## config.mk

```make
export PLATFORM = sky130hd
export DESIGN_NAME = mem_port_arbiter
export DESIGN_NICKNAME = d
export VERILOG_FILES = /design/src/rtl/mem_arb_pkg.sv /design/src/rtl/mem_lane_align.sv /design/src/rtl/mem_port_arbiter.sv
export SDC_FILE = /design/constraint.sdc
export NUM_CORES = 1
export LEC_CHECK = 0
export ABC_AREA = 1
export ABC_CLOCK_PERIOD_IN_PS = 2290
export BUFFER_PORTS_ARGS = -buffer_cell sky130_fd_sc_hd__buf_2
export CAP_MARGIN = 10
export CORE_MARGIN = 4
export CORE_UTILIZATION = 37
export DETAILED_ROUTE_END_ITERATION = 10
export HOLD_SLACK_MARGIN = 0.08
export MAX_ROUTING_LAYER = met4
export PLACE_DENSITY = 0.77
export RECOVER_POWER = 25
export SLEW_MARGIN = 30
export SYNTH_ARGS = -nofsm -noshare
export SYNTH_HDL_FRONTEND = slang
export SYNTH_SLANG_ARGS = --single-unit
```

## constraint.sdc

```tcl
create_clock -name CLK -period 2.29 [get_ports CLK]
set_input_delay 0.1145 -clock CLK [delete_from_list [all_inputs] [get_ports CLK]]
set_output_delay 0.1145 -clock CLK [all_outputs]
set_load 0.01 [all_outputs]
```

## src/rtl/mem_arb_pkg.sv

```systemverilog
// Shared constants, response-owner encoding and alignment check for the SRAM port arbiter.
package mem_arb_pkg;

  localparam logic [1:0] DSIZE_BYTE = 2'b00;
  localparam logic [1:0] DSIZE_HALF = 2'b01;
  localparam logic [1:0] DSIZE_WORD = 2'b10;
  localparam logic [1:0] DSIZE_ILL  = 2'b11;

  typedef enum logic [1:0] {NONE, IRESP, DRESP, DERRR} owner_e;

  // True when a data request cannot be served: illegal size or misaligned half/word.
  function automatic logic is_bad_access(input logic [1:0] size, input logic [1:0] lo);
    logic bad;
    case (size)
      DSIZE_BYTE: bad = 1'b0;
      DSIZE_HALF: bad = lo[0];
      DSIZE_WORD: bad = (lo != 2'b00);
      default:    bad = 1'b1;
    endcase
    return bad;
  endfunction

endpackage

```

## src/rtl/mem_lane_align.sv

```systemverilog
// Byte-lane steering: byte enables and write replication on issue, read extraction on response.
module mem_lane_align
  import mem_arb_pkg::*;
(
  input  logic [1:0]  wsize,
  input  logic [1:0]  waddr,
  input  logic [31:0] wdata,
  output logic [3:0]  be,
  output logic [31:0] wlanes,
  input  logic [1:0]  rsize,
  input  logic [1:0]  raddr,
  input  logic [31:0] rlanes,
  output logic [31:0] rdata
);

  logic [31:0] shifted;

  always_comb begin
    be     = 4'b0000;
    wlanes = wdata;
    case (wsize)
      DSIZE_BYTE: begin
        be     = 4'b0001 << waddr;
        wlanes = {4{wdata[7:0]}};
      end
      DSIZE_HALF: begin
        be     = waddr[1] ? 4'b1100 : 4'b0011;
        wlanes = {2{wdata[15:0]}};
      end
      DSIZE_WORD: be = 4'b1111;
      default:    be = 4'b0000;
    endcase
  end

  always_comb begin
    shifted = rlanes >> {raddr, 3'b000};
    case (rsize)
      DSIZE_BYTE: rdata = {24'h0, shifted[7:0]};
      DSIZE_HALF: rdata = {16'h0, shifted[15:0]};
      default:    rdata = shifted;
    endcase
  end

endmodule

```

## src/rtl/mem_port_arbiter.sv

```systemverilog
// Fetch/data arbiter for one single-port SRAM: 1-cycle issue-to-ACK, data priority with
// a bounded data streak so fetch cannot starve.
module mem_port_arbiter
  import mem_arb_pkg::*;
#(
  parameter int unsigned ADDR_W      = 12,
  parameter int unsigned MAX_DSTREAK = 4
) (
  input  logic              CLK,
  input  logic              RESET,
  input  logic              IREQ,
  input  logic [31:0]       IADDR,
  output logic              IACK,
  output logic [31:0]       INSTR,
  input  logic              DREQ,
  input  logic [31:0]       DADDR,
  input  logic              DRW,
  input  logic [1:0]        DSIZE,
  input  logic [31:0]       DWDATA,
  output logic              DACK,
  output logic              DERR,
  output logic [31:0]       DRDATA,
  output logic              MCSN,
  output logic [ADDR_W-1:0] MADDR,
  output logic              MWE,
  output logic [3:0]        MBE,
  output logic [31:0]       MDI,
  input  logic [31:0]       MDO
);

  localparam int unsigned SW = $clog2(MAX_DSTREAK + 1);

  owner_e            owner_q, owner_d;
  logic              derr_side_q, derr_side_d;
  logic [SW-1:0]     dstreak_q, dstreak_d;
  logic [1:0]        dlo_q, dsize_q;
  logic              drw_q;
  logic [ADDR_W-1:0] maddr_q;
  logic [31:0]       mdi_q;

  logic        dresp, derr_resp;
  logic        i_elig, d_elig, d_bad, d_mem, d_err;
  logic        force_i, d_issue, i_issue;
  logic [3:0]  be;
  logic [31:0] wlanes, rdata;
  logic        unused_addr_bits;

  assign unused_addr_bits = ^{IADDR[1:0], IADDR[31:ADDR_W+2], DADDR[31:ADDR_W+2]};

  assign dresp     = (owner_q == DRESP);
  // A data error may be reported alongside a fetch response, hence the side flag.
  assign derr_resp = (owner_q == DERRR) | derr_side_q;
  assign IACK      = (owner_q == IRESP);
  assign DACK      = dresp | derr_resp;
  assign DERR      = derr_resp;

  assign i_elig  = ~RESET & IREQ & ~IACK;
  assign d_elig  = ~RESET & DREQ & ~DACK;
  assign d_bad   = is_bad_access(DSIZE, DADDR[1:0]);
  assign d_mem   = d_elig & ~d_bad;
  assign d_err   = d_elig & d_bad;
  assign force_i = (dstreak_q == SW'(MAX_DSTREAK));
  assign d_issue = d_mem & ~(i_elig & force_i);
  assign i_issue = i_elig & ~d_issue;

  mem_lane_align u_align (
    .wsize  (DSIZE),
    .waddr  (DADDR[1:0]),
    .wdata  (DWDATA),
    .be     (be),
    .wlanes (wlanes),
    .rsize  (dsize_q),
    .raddr  (dlo_q),
    .rlanes (MDO),
    .rdata  (rdata)
  );

  always_comb begin
    owner_d     = NONE;
    derr_side_d = 1'b0;
    if (d_issue) begin
      owner_d = DRESP;
    end else if (i_issue) begin
      owner_d     = IRESP;
      derr_side_d = d_err;
    end else if (d_err) begin
      owner_d = DERRR;
    end
  end

  always_comb begin
    dstreak_d = dstreak_q;
    if (!IREQ || i_issue) begin
      dstreak_d = '0;
    end else if (d_issue && i_elig && !force_i) begin
      dstreak_d = dstreak_q + 1'b1;
    end
  end

  always_comb begin
    MCSN   = ~(d_issue | i_issue);
    MWE    = d_issue & DRW;
    MBE    = d_issue ? be : (i_issue ? 4'b1111 : 4'b0000);
    MADDR  = d_issue ? DADDR[ADDR_W+1:2] : (i_issue ? IADDR[ADDR_W+1:2] : maddr_q);
    MDI    = (d_issue && DRW) ? wlanes : mdi_q;
    INSTR  = IACK ? MDO : 32'h0;
    DRDATA = (dresp && !drw_q) ? rdata : 32'h0;
  end

  always_ff @(posedge CLK or posedge RESET) begin
    if (RESET) begin
      owner_q     <= NONE;
      derr_side_q <= 1'b0;
      dstreak_q   <= '0;
      dlo_q       <= 2'b00;
      dsize_q     <= 2'b00;
      drw_q       <= 1'b0;
      maddr_q     <= '0;
      mdi_q       <= 32'h0;
    end else begin
      owner_q     <= owner_d;
      derr_side_q <= derr_side_d;
      dstreak_q   <= dstreak_d;
      maddr_q     <= MADDR;
      mdi_q       <= MDI;
      if (d_issue) begin
        dlo_q   <= DADDR[1:0];
        dsize_q <= DSIZE;
        drw_q   <= DRW;
      end
    end
  end

endmodule

```

Yosys cells after proc, flatten, opt, wreduce, memory -nomap -nowiden. Cells that the tools add are included.

Reductions and logical operators: 12. Equality and inequality tests: 7. $add $sub $neg: 1. Shifts and indexed selects: 2. Bitwise operators: 20. Mux-type cells: 19.

Operators by type and width (count): $pmux 32 s2 (2); $mux 32 (3); $shr 32x5->32 (1); $mux 12 (2); $mux 4 (3); $pmux 4 s3 (1); $and 1x1->1 (10); $not 1->1 (7); $eq 2x1->1 const B (3); $eq 2x2->1 const B (3); $mux 2 (3); $mux 3 (2); $logic_and 1x1->1 (4); $logic_not 2->1 (2); $reduce_bool 2->1 (2); $shl 1x2->4 const A (1); $add 3x1->3 const B (1); $eq 3x3->1 const B (1); $logic_not 1->1 (3); $or 1x1->1 (3); $pmux 1 s3 (1); $mux 1 (2); $logic_or 1x1->1 (1).

Output and inout bits: 117. Register bits: 55. Logic and storage cells: 69. Input bits: 135.

Depth between registers and ports, before layout. Gate-level depths: netlist (run 1).

Word-level depth: 11. Mapped depth: 11. Depth with buffers taken out: 9.

Hierarchy. A second synthesis (run 1) with hierarchy kept.

Cell total of the unflattened synthesis: 708. Area, all modules: 4277.9 µm².

Modules (own cells, without submodules): mem_port_arbiter (sequential area each 1376.3 µm², area each 2989.1 µm², cells each 418, instances 1); mem_lane_align (sequential area each 0.0 µm², area each 1288.7 µm², cells each 290, instances 1).

Least setup slack after synthesis (run 1). OpenSTA, ideal clock, no wires.

Path kind: input to register. Start point: in RESET. End point: reg mdi_q[25]. Cell stages on the path: 9. Slack: -155 ps. Required time: 2136 ps. Path buffers: 2. Setup time: 154 ps. Data arrival time: 2291 ps. Cells stage by stage: inv_1 -> nand2_1 -> nand3b_1 -> nor2_4 -> nand2_2 -> buf_6 -> buf_6 -> nand2_1 -> o21ai_1.

Cells in the longest elaborated chain, start to end: 8. Elaborated cells between the ends (all ways): 11. Those cells by class: mux (1); bitwise (9); reduce/logical (1).

Ends and longest elaborated chain: start, declared (RTL line mem_port_arbiter.sv:10) `input logic RESET,`; $not 1->1 (*) (RTL line mem_port_arbiter.sv:57, mem_port_arbiter.sv:58); $and 1x1->1 (2 in series) (RTL line mem_port_arbiter.sv:57) `assign i_elig = ~RESET & IREQ & ~IACK;`; $and 1x1->1 (RTL line mem_port_arbiter.sv:63) `assign d_issue = d_mem & ~(i_elig & force_i);`; $not 1->1 (RTL line mem_port_arbiter.sv:63); $and 1x1->1 (*) (RTL line mem_port_arbiter.sv:63); $logic_and 1x1->1 (*) (RTL line mem_port_arbiter.sv:105) `MDI = (d_issue && DRW) ? wlanes : mdi_q;`; $mux 32 (*) (RTL line mem_port_arbiter.sv:105); named net MDI[25] (RTL line mem_port_arbiter.sv:27) `output logic [31:0] MDI,`; end signal, assigned (RTL line mem_port_arbiter.sv:119) `mdi_q <= 32'h0;`; end signal, assigned (RTL line mem_port_arbiter.sv:125) `mdi_q <= MDI;`; end, declared (RTL line mem_port_arbiter.sv:39) `logic [31:0] mdi_q;`.

Mark *: on every way through the listed nets, which the timed path passes. The rest lies on a longest branch. A chain may end at the register's enable or synchronous reset.

Final worst setup path (run 1).
Start point: reg dstreak_q[0]. End point: out MDI[1].

Cells in the longest elaborated chain, start to end: 6.

Ends and longest elaborated chain: start, declared (RTL line mem_port_arbiter.sv:35) `logic [SW-1:0] dstreak_q, dstreak_d;`; start signal, assigned (RTL line mem_port_arbiter.sv:123) `dstreak_q <= dstreak_d;`; $eq 3x3->1 (RTL line mem_port_arbiter.sv:62) `assign force_i = (dstreak_q == SW'(MAX_DSTREAK));`; $and 1x1->1 (RTL line mem_port_arbiter.sv:63); $not 1->1 (RTL line mem_port_arbiter.sv:63); $and 1x1->1 (RTL line mem_port_arbiter.sv:63); $logic_and 1x1->1 (RTL line mem_port_arbiter.sv:105); $mux 32 (RTL line mem_port_arbiter.sv:105); end, declared (RTL line mem_port_arbiter.sv:27).

No other way between the ends.

==> results of run 1 <==
## cells by family after synthesis
logic type / synth area share [%]
AOI/OAI and AO/OA: 20.9
xor gates and xnor gates: 0.252
adders and majority gates: 0.719
buffers and inverters: 11.2
DFF: 39.6
and+or+nand+nor: 27.4
## power breakdown
part           internal [W]  total (W)  switching, W
combinational      0.000582    0.00149      0.000910
clock              0.000248   0.000567      0.000319
sequential          0.00120    0.00127     0.0000755
## critical path, delay by kind of cell (launching register included)
kind / cells / cell delay [ns]
AO/OA/AOI/OAI: 1 / 0.11
adder cells (fa/ha/maj): 1 / 0.20
buffers and inverters: 4 / 0.53
flip-flops: 1 / 0.36
AND/OR/NAND/NOR: 5 / 0.55
## synthesized netlist by cell type (4+ instances only)
library cell,instances,share of area [%]
o21ai_0,17,2.4
o21ai_2,14,3.5
o21ai_1,20,2.9
a31oi_1,4,0.72
nand2_1,112,12
buf_2,8,1.2
buf_6,5,1.6
dfrtp_1,55,40
clkbuf_1,17,1.8
nand3_1,34,4.9
a21oi_1,33,4.7
inv_1,54,5.8
nand2_2,4,0.72
a211oi_1,16,3.5
a221oi_1,8,2.0
nor2_1,73,7.9
o211ai_1,5,1.1
or2_2,5,0.90
## routing by layer
metal	up-vias	part of all wire (%)	GRT usage, %
li1	2070	-	-
met1	2014	38	25.8
met2	236	51	40.2
met3	24	8.3	4.20
met4	0	2.6	7.78
met5	-	0	-
## layout make-up
type | instances | area [um2] | share of cell area [%]
inverters | 58 | 221 | 4.34
flip-flops and latches | 55 | 1380 | 27.0
multi-input cells | 353 | 1790 | 35.1
repair buffers | 249 | 1480 | 29.0
well taps | 111 | 139 | 2.72
clock buffers | 6 | 82.6 | 1.62
clock inverters | 2 | 13.8 | 0.270
## per-stage QoR
stage | hold WS (ns) | utilization (%) | worst slack (ns) | area [um2]
after floorplan | 0.193 | - | 0.314 | 3480
after global placement | 0.339 | 50.3 | 0.421 | 4620
after detailed placement | 0.339 | 50.3 | 0.365 | 4620
after CTS | 0.0861 | 53.9 | -0.00547 | 4960
after global routing | 0.0948 | 55.5 | -0.0596 | 5110
final | 0.0871 | 55.5 | 0.107 | 5110
## sequential cells by signal (all words and copies together) (netlist names)
signal       flops
mdi_q           32
maddr_q         12
dstreak_q        3
dlo_q            2
dsize_q          2
owner_q          2
derr_side_q      1
drw_q            1
## what timing repair did
action                                 CTS  global route
resized for setup                        1            21
buffers inserted                         0             2
hold buffers                            20             0
setup endpoints to repair                2            39
endpoints found under the hold margin   32             0
gates cloned                             1             3
pin swaps                                0             1
## worst min-delay path by stage
stage,endpoint,slack (ns),cells after the start
6_report,maddr_q[4],0.09,3
5_1_grt,maddr_q[4],0.09,3
4_1_cts,maddr_q[6],0.09,3
3_5_place_dp,maddr_q[7],0.34,3
3_3_place_gp,maddr_q[5],0.34,3
2_1_floorplan,derr_side_q,0.19,1
## cells in the final DEF (no fill, tap or decap), drive strengths merged
| cell type | n |
|---|---|
| o211ai | 5 |
| a21oi | 33 |
| nand3b | 2 |
| nor2 | 74 |
| inv | 57 |
| clkbuf | 10 |
| dlygate4sd3 | 20 |
| buf | 225 |
| dfrtp | 55 |
| nand3 | 34 |
| or2 | 5 |
| a211oi | 16 |
| xor2 | 1 |
| a221oi | 8 |
| nand2 | 117 |
| clkinvlp | 1 |
| a31oi | 4 |
| nand4 | 1 |
| clkinv | 2 |
| o21ai | 51 |
| ha | 2 |
==> results.py, run 1 <==
metrics = {
    "worst_setup_path": {
        "crit_type": "flop to output port",
        "crit_fanout": 5,
        "reg2reg_slack_ns": 0.12,
        "r2r-end": "maddr_q[11]",
        "critical_path.endpoint": "MDI[1]",
        "cp_slowest_cell": "dfrtp_1",
        "crit_path_end_kind": "output port",
        "cp_data_arrival_time_ns": 2.07,
        "worstPathRequired_ns": 2.18,
        "crit_chain": "inv_1 -> ha_1 -> nand2_1 -> nand3b_1 -> nand2_1 -> nor2_4 -> buf_4 -> nand2_4 -> buf_4 -> o21ai_2 -> buf_2",
        "r2r_start": "dstreak_q[0]",
        "crit_start": "dstreak_q[0]",
        "cpPeakStageDelay_ns": 0.36,
        "critPathLaunchType": "flop",
        "reg2regPathDepth": 9,
    },
    "sta": {
        "finalClockSkew_ns": 0.0161,
        "timing.final.hold_violations": 0,
        "slew_headroom_pct": 7.53,
        "tns_ns": 0,
        "min_period_ns": 2.18,
        "fmax_ghz": 0.458,
        "drv_slew": 0,
        "setup_violations": 0,
        "post-route-period-util_pct": 95.3,
        "worst_pin_slew_ns": 1.39,
        "rsz0062_at_grt": "true",
    },
    "placed_design": {
        "portBuffers": 213,
        "dp_hpwl_um": 9500,
        "placed_cells": 800,
        "finalWeightedCongestion": 0.900,
    },
    "min_path": {
        "hold_class": "input pin to flop",
        "worstHoldStart": "IADDR[6]",
    },
    "die": {
        "row_count": 35,
        "core-area_um2": 9200,
        "io_pins": 252,
        "die-width_um": 105,
        "die_h_um": 105,
        "dieArea_um2": 11000,
        "start_util_pct": 37.8,
    },
    "global_routing": {
        "gr-usage-all-layers_pct": 22.7,
        "grt_pass1_wl_um": 20000,
        "gr-total-overflow": 0,
        "grt_max_degree": 56,
        "grt_pass1_vias": 4179,
        "antenna_found_initial": 0,
    },
    "yosys": {
        "ys_warn_count": 0,
        "netlist_area_um2": 3480,
        "ys_seq_elements": 55,
        "ys_seq_area_share_pct": 39.6,
        "synthDistinctLibCells": 26,
        "syn-mean-instance-area_um2": 6.98,
        "synthCells": 498,
        "synth_ff_type": "dfrtp_1",
        "syn_nets": 635,
        "synth-edff-count": 0,
        "async_reset_ff_share_pct": 100,
    },
    "clock_tree": {
        "clkSinkCount": 55,
        "cts-root-buf": "clkbuf_8",
        "clkTransAtPathRegs_ns": 0.10,
        "cts_tree": "done",
        "clk_latency_ns": 0.30,
        "cts.htree.levels": 2,
        "cts_buffers": 5,
        "clk_path_buf_depth": 2,
    },
    "power_and_ir_drop": {
        "report.power.total_w": 0.00333,
        "p_leak_nw": 2.95,
        "powerDensity_nw_per_um2": 652,
        "peakVddDrop_uv": 404,
    },
    "routing": {
        "drt_pass1_iterations": 5,
        "avgViaCountPerCell": 5.21,
        "via_count": 4344,
        "drt-wirelength-per-cell_um": 15.4,
        "drtIter0Drc": 337,
        "drc_errors": 0,
        "routed_wl_um": 12900,
        "ant_nets": 0,
    },
    "status": {
        "status": "completed",
    },
    "finish": {
        "syn_to_final_growth_pct": 46.8,
        "fin_cells": 834,
        "drive_gt1_share_pct": 38.7,
        "fillers": 861,
        "n_antenna_cell": 0,
        "nNetsFinal": 859,
    },
    "run": {
        "max_cap_violations": 0,
    },
}
Power figures use the tool's default switching activity.
==> inputs of run 2 (changes only) <==
--- a/config.mk
+++ b/config.mk
@@ -10,11 +10,11 @@
 export BUFFER_PORTS_ARGS = -buffer_cell sky130_fd_sc_hd__buf_2
 export CAP_MARGIN = 10
 export CORE_MARGIN = 4
-export CORE_UTILIZATION = 37
+export CORE_UTILIZATION = 35
 export DETAILED_ROUTE_END_ITERATION = 10
 export HOLD_SLACK_MARGIN = 0.08
 export MAX_ROUTING_LAYER = met4
-export PLACE_DENSITY = 0.77
+export PLACE_DENSITY = 0.73
 export RECOVER_POWER = 25
 export SLEW_MARGIN = 30
 export SYNTH_ARGS = -nofsm -noshare
==> run 2 against run 1 <==
Effect of this change:
- worst hold slack gained 0.0059 ns
- critical endpoint is now MDI[30]
- global-route usage shrank 2.6 points
- wire length shrank 1.6%
- flip-flop and latch count is the same
- sequential share of layout area grew 0.46 points
- critical path type unchanged
- register-to-register slack gained 0.05 ns
==> results.py, run 2 (synthesis results as in run 1) <==
metrics = {
    "finish": {
        "fillers": 959,
        "multiInputGateArea_um2": 1740,
        "layout_common_cells": "buf_2, nand2_1, nor2_1",
        "fin_util_pct": 51.6,
        "syn_to_final_growth_pct": 44.4,
        "drive_gt1_share_pct": 36.8,
        "nNetsFinal": 856,
        "largest_register": "mdi_q",
        "top_regs": "mdi_q (32), maddr_q (12), dstreak_q (3)",
        "layout_commonest_cell": "buf_2",
        "layout.area.seq_um2": 1380,
        "n_antenna_cell": 0,
        "largest_reg_flops": 32,
    },
    "sta": {
        "post-route-period-util_pct": 93.3,
        "slew_headroom_pct": 8.66,
        "min_period_ns": 2.14,
        "tns_ns": 0,
        "setup_violations": 0,
        "worst_pin_slew_ns": 1.37,
        "timing.final.hold_violations": 0,
        "finalClockSkew_ns": 0.0152,
        "fmax_ghz": 0.468,
        "drv_slew": 0,
        "rsz0062_at_grt": "false",
    },
    "clock_tree": {
        "clk_latency_ns": 0.32,
        "clk_path_buf_depth": 2,
        "clkTransAtPathRegs_ns": 0.11,
        "post-cts-setup-buffer-count": 0,
        "clkSinkCount": 55,
        "cts_tree": "done",
        "cts-root-buf": "clkbuf_8",
        "cts.htree.levels": 2,
        "cts_buffers": 5,
    },
    "routing": {
        "drc_errors": 0,
        "drt-wirelength-per-cell_um": 14.9,
        "drt_pass1_iterations": 7,
        "ant_nets": 0,
        "routed_wl_um": 12700,
        "avgViaCountPerCell": 5.04,
        "drtIter0Drc": 342,
        "via_count": 4302,
    },
    "die": {
        "die-width_um": 108,
        "die_h_um": 108,
        "dieArea_um2": 11600,
        "row_count": 36,
        "core-area_um2": 9730,
        "start_util_pct": 35.8,
        "io_pins": 252,
    },
    "power_and_ir_drop": {
        "peakVddDrop_uv": 414,
        "powerDensity_nw_per_um2": 655,
        "p_leak_nw": 2.89,
    },
    "worst_setup_path": {
        "crit_fanout": 17,
        "critPathLaunchType": "flop",
        "crit_type": "flop to output port",
        "worstPathRequired_ns": 2.18,
        "cp_data_arrival_time_ns": 2.02,
        "crit_path_end_kind": "output port",
        "reg2regPathDepth": 10,
    },
    "min_path": {
        "hold_class": "input pin to flop",
        "whs_path_depth": 3,
    },
    "global_routing": {
        "grt_pass1_vias": 4015,
        "grt_max_degree": 67,
        "gr-usage-all-layers_pct": 20.2,
        "antenna_found_initial": 0,
        "grt_pass1_wl_um": 18500,
        "gr-total-overflow": 0,
    },
    "placed_design": {
        "portBuffers": 213,
        "dp_hpwl_um": 9270,
        "finalWeightedCongestion": 0.840,
    },
    "status": {
        "status": "completed",
    },
    "run": {
        "max_cap_violations": 0,
    },
}
[run 2: area by class of cell]
cell class | count | share of cell area (%)
clock buffer | 5 | 1.37
clock inverter | 3 | 0.473
inverter | 58 | 4.41
multi-input combinational | 352 | 34.7
sequential | 55 | 27.4
tap | 133 | 3.31
timing repair buffer | 247 | 28.4
[run 2: per-stage QoR]
stage	area (um2)	instances	hold WS, ns	worst slack [ns]	power [W]
floorplan	3480	498	0.193	0.314	0.00212
global placement	4630	821	0.343	0.450	0.00264
detailed placement	4630	821	0.345	0.438	0.00267
CTS	4930	850	0.0830	0.0563	0.00328
global route	5020	853	0.0990	0.00291	0.00351
finish	5020	853	0.0930	0.153	0.00329
[run 2: worst paths after layout]
check	start	to	slack [ns]
min reg2reg	mdi_q[18]	mdi_q[18]	0.48
max reg2reg	dstreak_q[0]	maddr_q[2]	0.17
min in group asynchronous	RESET	dstreak_q[0]	0.86
min	DWDATA[7]	mdi_q[7]	0.09
max	dstreak_q[0]	MDI[30]	0.15
max in group asynchronous	RESET	mdi_q[7]	0.59
[run 2: where the power goes]
| group | total, W | leakage (nW) | internal [W] | switching (W) |
|---|---|---|---|---|
| clock | 0.000562 | 0.0461 | 0.000222 | 0.000340 |
| sequential | 0.00127 | 0.696 | 0.00120 | 0.0000747 |
| combinational | 0.00146 | 2.15 | 0.000565 | 0.000892 |
[run 2: metal layers]
layer | routed length, um | share of wire (%) | track usage, %
met3 | 1090 | 8.6 | 2.94
met1 | 5030 | 40 | 23.2
met5 | 0 | 0 | -
met2 | 6210 | 49 | 35.4
met4 | 345 | 2.7 | 7.94
[run 2: worst max-delay path, cell delays in order, from the launching register on]
cell and delay, ns:
dfrtp_1 0.37, inv_1 0.07, ha_1 0.19, nand2_1 0.06
nand3b_1 0.13, nand2_1 0.10, nor2_4 0.13, nand2_4 0.10
clkbuf_16 0.20, o21ai_1 0.19, buf_2 0.17
[run 2: timing repair]
action,4_1_cts,5_1_grt
setup endpoints to repair,0,40
resized for setup,0,7
hold buffers,21,0
hold endpoints to repair,72,0
==> inputs of run 3 (changes only) <==
--- a/config.mk
+++ b/config.mk
@@ -14,7 +14,7 @@
 export DETAILED_ROUTE_END_ITERATION = 10
 export HOLD_SLACK_MARGIN = 0.08
 export MAX_ROUTING_LAYER = met4
-export PLACE_DENSITY = 0.73
+export PLACE_DENSITY_LB_ADDON = 0.1
 export RECOVER_POWER = 25
 export SLEW_MARGIN = 30
 export SYNTH_ARGS = -nofsm -noshare
==> run 3 against run 2 <==
Effect of this change:
- worst hold slack got worse by 0.0021 ns
- die area unchanged
- first-iteration DRC count down 48%
- clock skew hardly changed
- maximum frequency increased by 1.9%
- clock power increased by 2%
- core utilization about the same
- sequential share of layout area barely moved
- flip-flop and latch count unchanged
- register-to-register slack improved by 0.05 ns
- largest power group unchanged
==> results.py, run 3 (synthesis results as in run 1) <==
metrics = {
    "die": {
        "dieArea_um2": 11600,
        "die-width_um": 108,
        "start_util_pct": 35.8,
        "die_h_um": 108,
        "row_count": 36,
        "core-area_um2": 9730,
        "io_pins": 252,
    },
    "global_routing": {
        "gr-total-overflow": 0,
        "antenna_found_initial": 0,
        "grt_pass1_vias": 3791,
        "grt_pass1_wl_um": 18100,
        "gr-usage-all-layers_pct": 19.7,
        "grt_max_degree": 67,
    },
    "routing": {
        "avgViaCountPerCell": 4.82,
        "drtIter0Drc": 179,
        "via_count": 4105,
        "ant_nets": 0,
        "drt_pass1_iterations": 4,
        "drt-wirelength-per-cell_um": 14.3,
        "drc_errors": 0,
        "routed_wl_um": 12200,
    },
    "worst_setup_path": {
        "crit_type": "flop to output port",
        "cp_data_arrival_time_ns": 1.98,
        "reg2reg_slack_ns": 0.22,
        "crit_chain": "inv_1 -> ha_1 -> nand2_1 -> nand3b_1 -> nand2_2 -> nor2_4 -> nand2_4 -> clkbuf_16 -> o21ai_1 -> buf_2",
        "cpPeakStageDelay_ns": 0.36,
        "cp_slowest_cell": "dfrtp_1",
        "critPathLaunchType": "flop",
        "worstPathRequired_ns": 2.18,
        "crit_fanout": 17,
        "crit_path_end_kind": "output port",
    },
    "power_and_ir_drop": {
        "clkPwrFrac_pct": 17.4,
        "report.power.total_w": 0.00329,
        "p_leak_nw": 2.90,
        "p_comb_share_pct": 43.9,
        "peakVddDrop_uv": 305,
        "p_int_w": 0.00202,
        "netSwitchingPower_w": 0.00127,
        "sw_frac_of_total_pct": 38.7,
        "powerDensity_nw_per_um2": 655,
        "seq_power_share_pct": 38.7,
    },
    "placed_design": {
        "portBuffers": 213,
        "pre_cts_ws_ns": 0.387,
        "finalWeightedCongestion": 0.882,
        "dpl-instance-area_um2": 4630,
        "dp_hpwl_um": 8850,
    },
    "sta": {
        "finalClockSkew_ns": 0.0149,
        "post-route-period-util_pct": 91.6,
        "setup_ws_ns": 0.192,
        "timing.hold.ws_ns": 0.0909,
        "fmax_ghz": 0.477,
        "setup_violations": 0,
        "timing.final.hold_violations": 0,
        "min_period_ns": 2.10,
        "rsz0062_at_grt": "true",
        "drv_slew": 0,
        "slew_headroom_pct": 4.79,
        "worst_pin_slew_ns": 1.43,
    },
    "min_path": {
        "hold_class": "input pin to flop",
    },
    "run": {
        "max_cap_violations": 0,
    },
    "finish": {
        "layout.area.seq_um2": 1380,
        "drive_gt1_share_pct": 37.1,
        "multiInputGateArea_um2": 1740,
        "fillers": 1027,
        "layout_common_cells": "buf_2, nand2_1, nor2_1",
        "postLayoutCellArea_um2": 5020,
        "largest_register": "mdi_q",
        "top_regs": "mdi_q (32), maddr_q (12), dstreak_q (3)",
        "fin_util_pct": 51.6,
        "nNetsFinal": 855,
        "largest_reg_flops": 32,
        "layout_commonest_cell": "buf_2",
        "n_antenna_cell": 0,
        "syn_to_final_growth_pct": 44.3,
    },
    "clock_tree": {
        "cts.htree.levels": 2,
        "cts_tree": "done",
        "clkTransAtPathRegs_ns": 0.09,
        "cts_buffers": 5,
        "cts-root-buf": "clkbuf_8",
        "clk_path_buf_depth": 2,
        "clk_latency_ns": 0.31,
        "clkSinkCount": 55,
    },
    "status": {
        "status": "completed",
    },
}
[run 3: changes by cell type in the layout (fill, tap and decap cells not counted), sizes merged]
cell         delta
inv             -1
dlygate4sd3     -1
buf             +2
clkinvlp        -1
[run 3: metal layers]
layer	vias up	global-route usage, %	wire length, um
met5	-	-	0
met4	0	6.04	221
met3	18	2.94	852
met2	164	31.3	5760
met1	1855	26.0	5380
li1	2068	-	-
[run 3: metrics by stage]
step                      setup TNS (ns)  std cells
after floorplan                        0        498
after detailed placement               0        821
after global routing              -0.122        852
after CTS                              0        849
final                                  0        852
after global placement                 0        821
[run 3: power groups by stage]
| stage | Clock (W) | Sequential [W] | Combinational [W] |
|---|---|---|---|
| floorplan | 0 | 0.00127 | 0.000850 |
| global placement | 0 | 0.00129 | 0.00135 |
| detailed placement | 0 | 0.00129 | 0.00137 |
| CTS | 0.000593 | 0.00127 | 0.00143 |
| global route | 0.000639 | 0.00130 | 0.00161 |
| finish | 0.000574 | 0.00127 | 0.00144 |
[run 3: area by class of cell]
| type | count | area share (%) |
|---|---|---|
| Sequential cell | 55 | 27.4 |
| Clock inverter | 1 | 0.175 |
| Tap cell | 133 | 3.32 |
| Clock buffer | 7 | 1.72 |
| Timing Repair Buffer | 246 | 28.3 |
| Inverter | 58 | 4.41 |
| Multi-Input combinational cell | 352 | 34.7 |
[run 3: critical path, delay by kind of cell (launching register included)]
kind	cells	cell delay [ns]
AOI/OAI and AO/OA	1	0.18
buffers and inverters	3	0.43
adders and majority gates	1	0.19
and+or+nand+nor	5	0.53
DFF	1	0.36
[run 3: repair_timing]
| action | CTS | global route |
|---|---|---|
| hold buffers | 20 | 0 |
| endpoints found under the hold margin | 14 | 0 |
| setup buffers | 0 | 0 |
| gates resized for setup | 0 | 9 |
| setup endpoints to repair | 0 | 33 |
[run 3: path summary, 6_finish.rpt]
path,end,cells after the start,startpoint
worst max register to register,maddr_q[8],10,dstreak_q[0]
worst max-delay path,MDI[30],10,dstreak_q[0]
min in group asynchronous,maddr_q[0],3,RESET
worst min-delay path,dlo_q[0],3,DADDR[0]
worst min register to register,mdi_q[14],2,mdi_q[14]
max in group asynchronous,drw_q,3,RESET
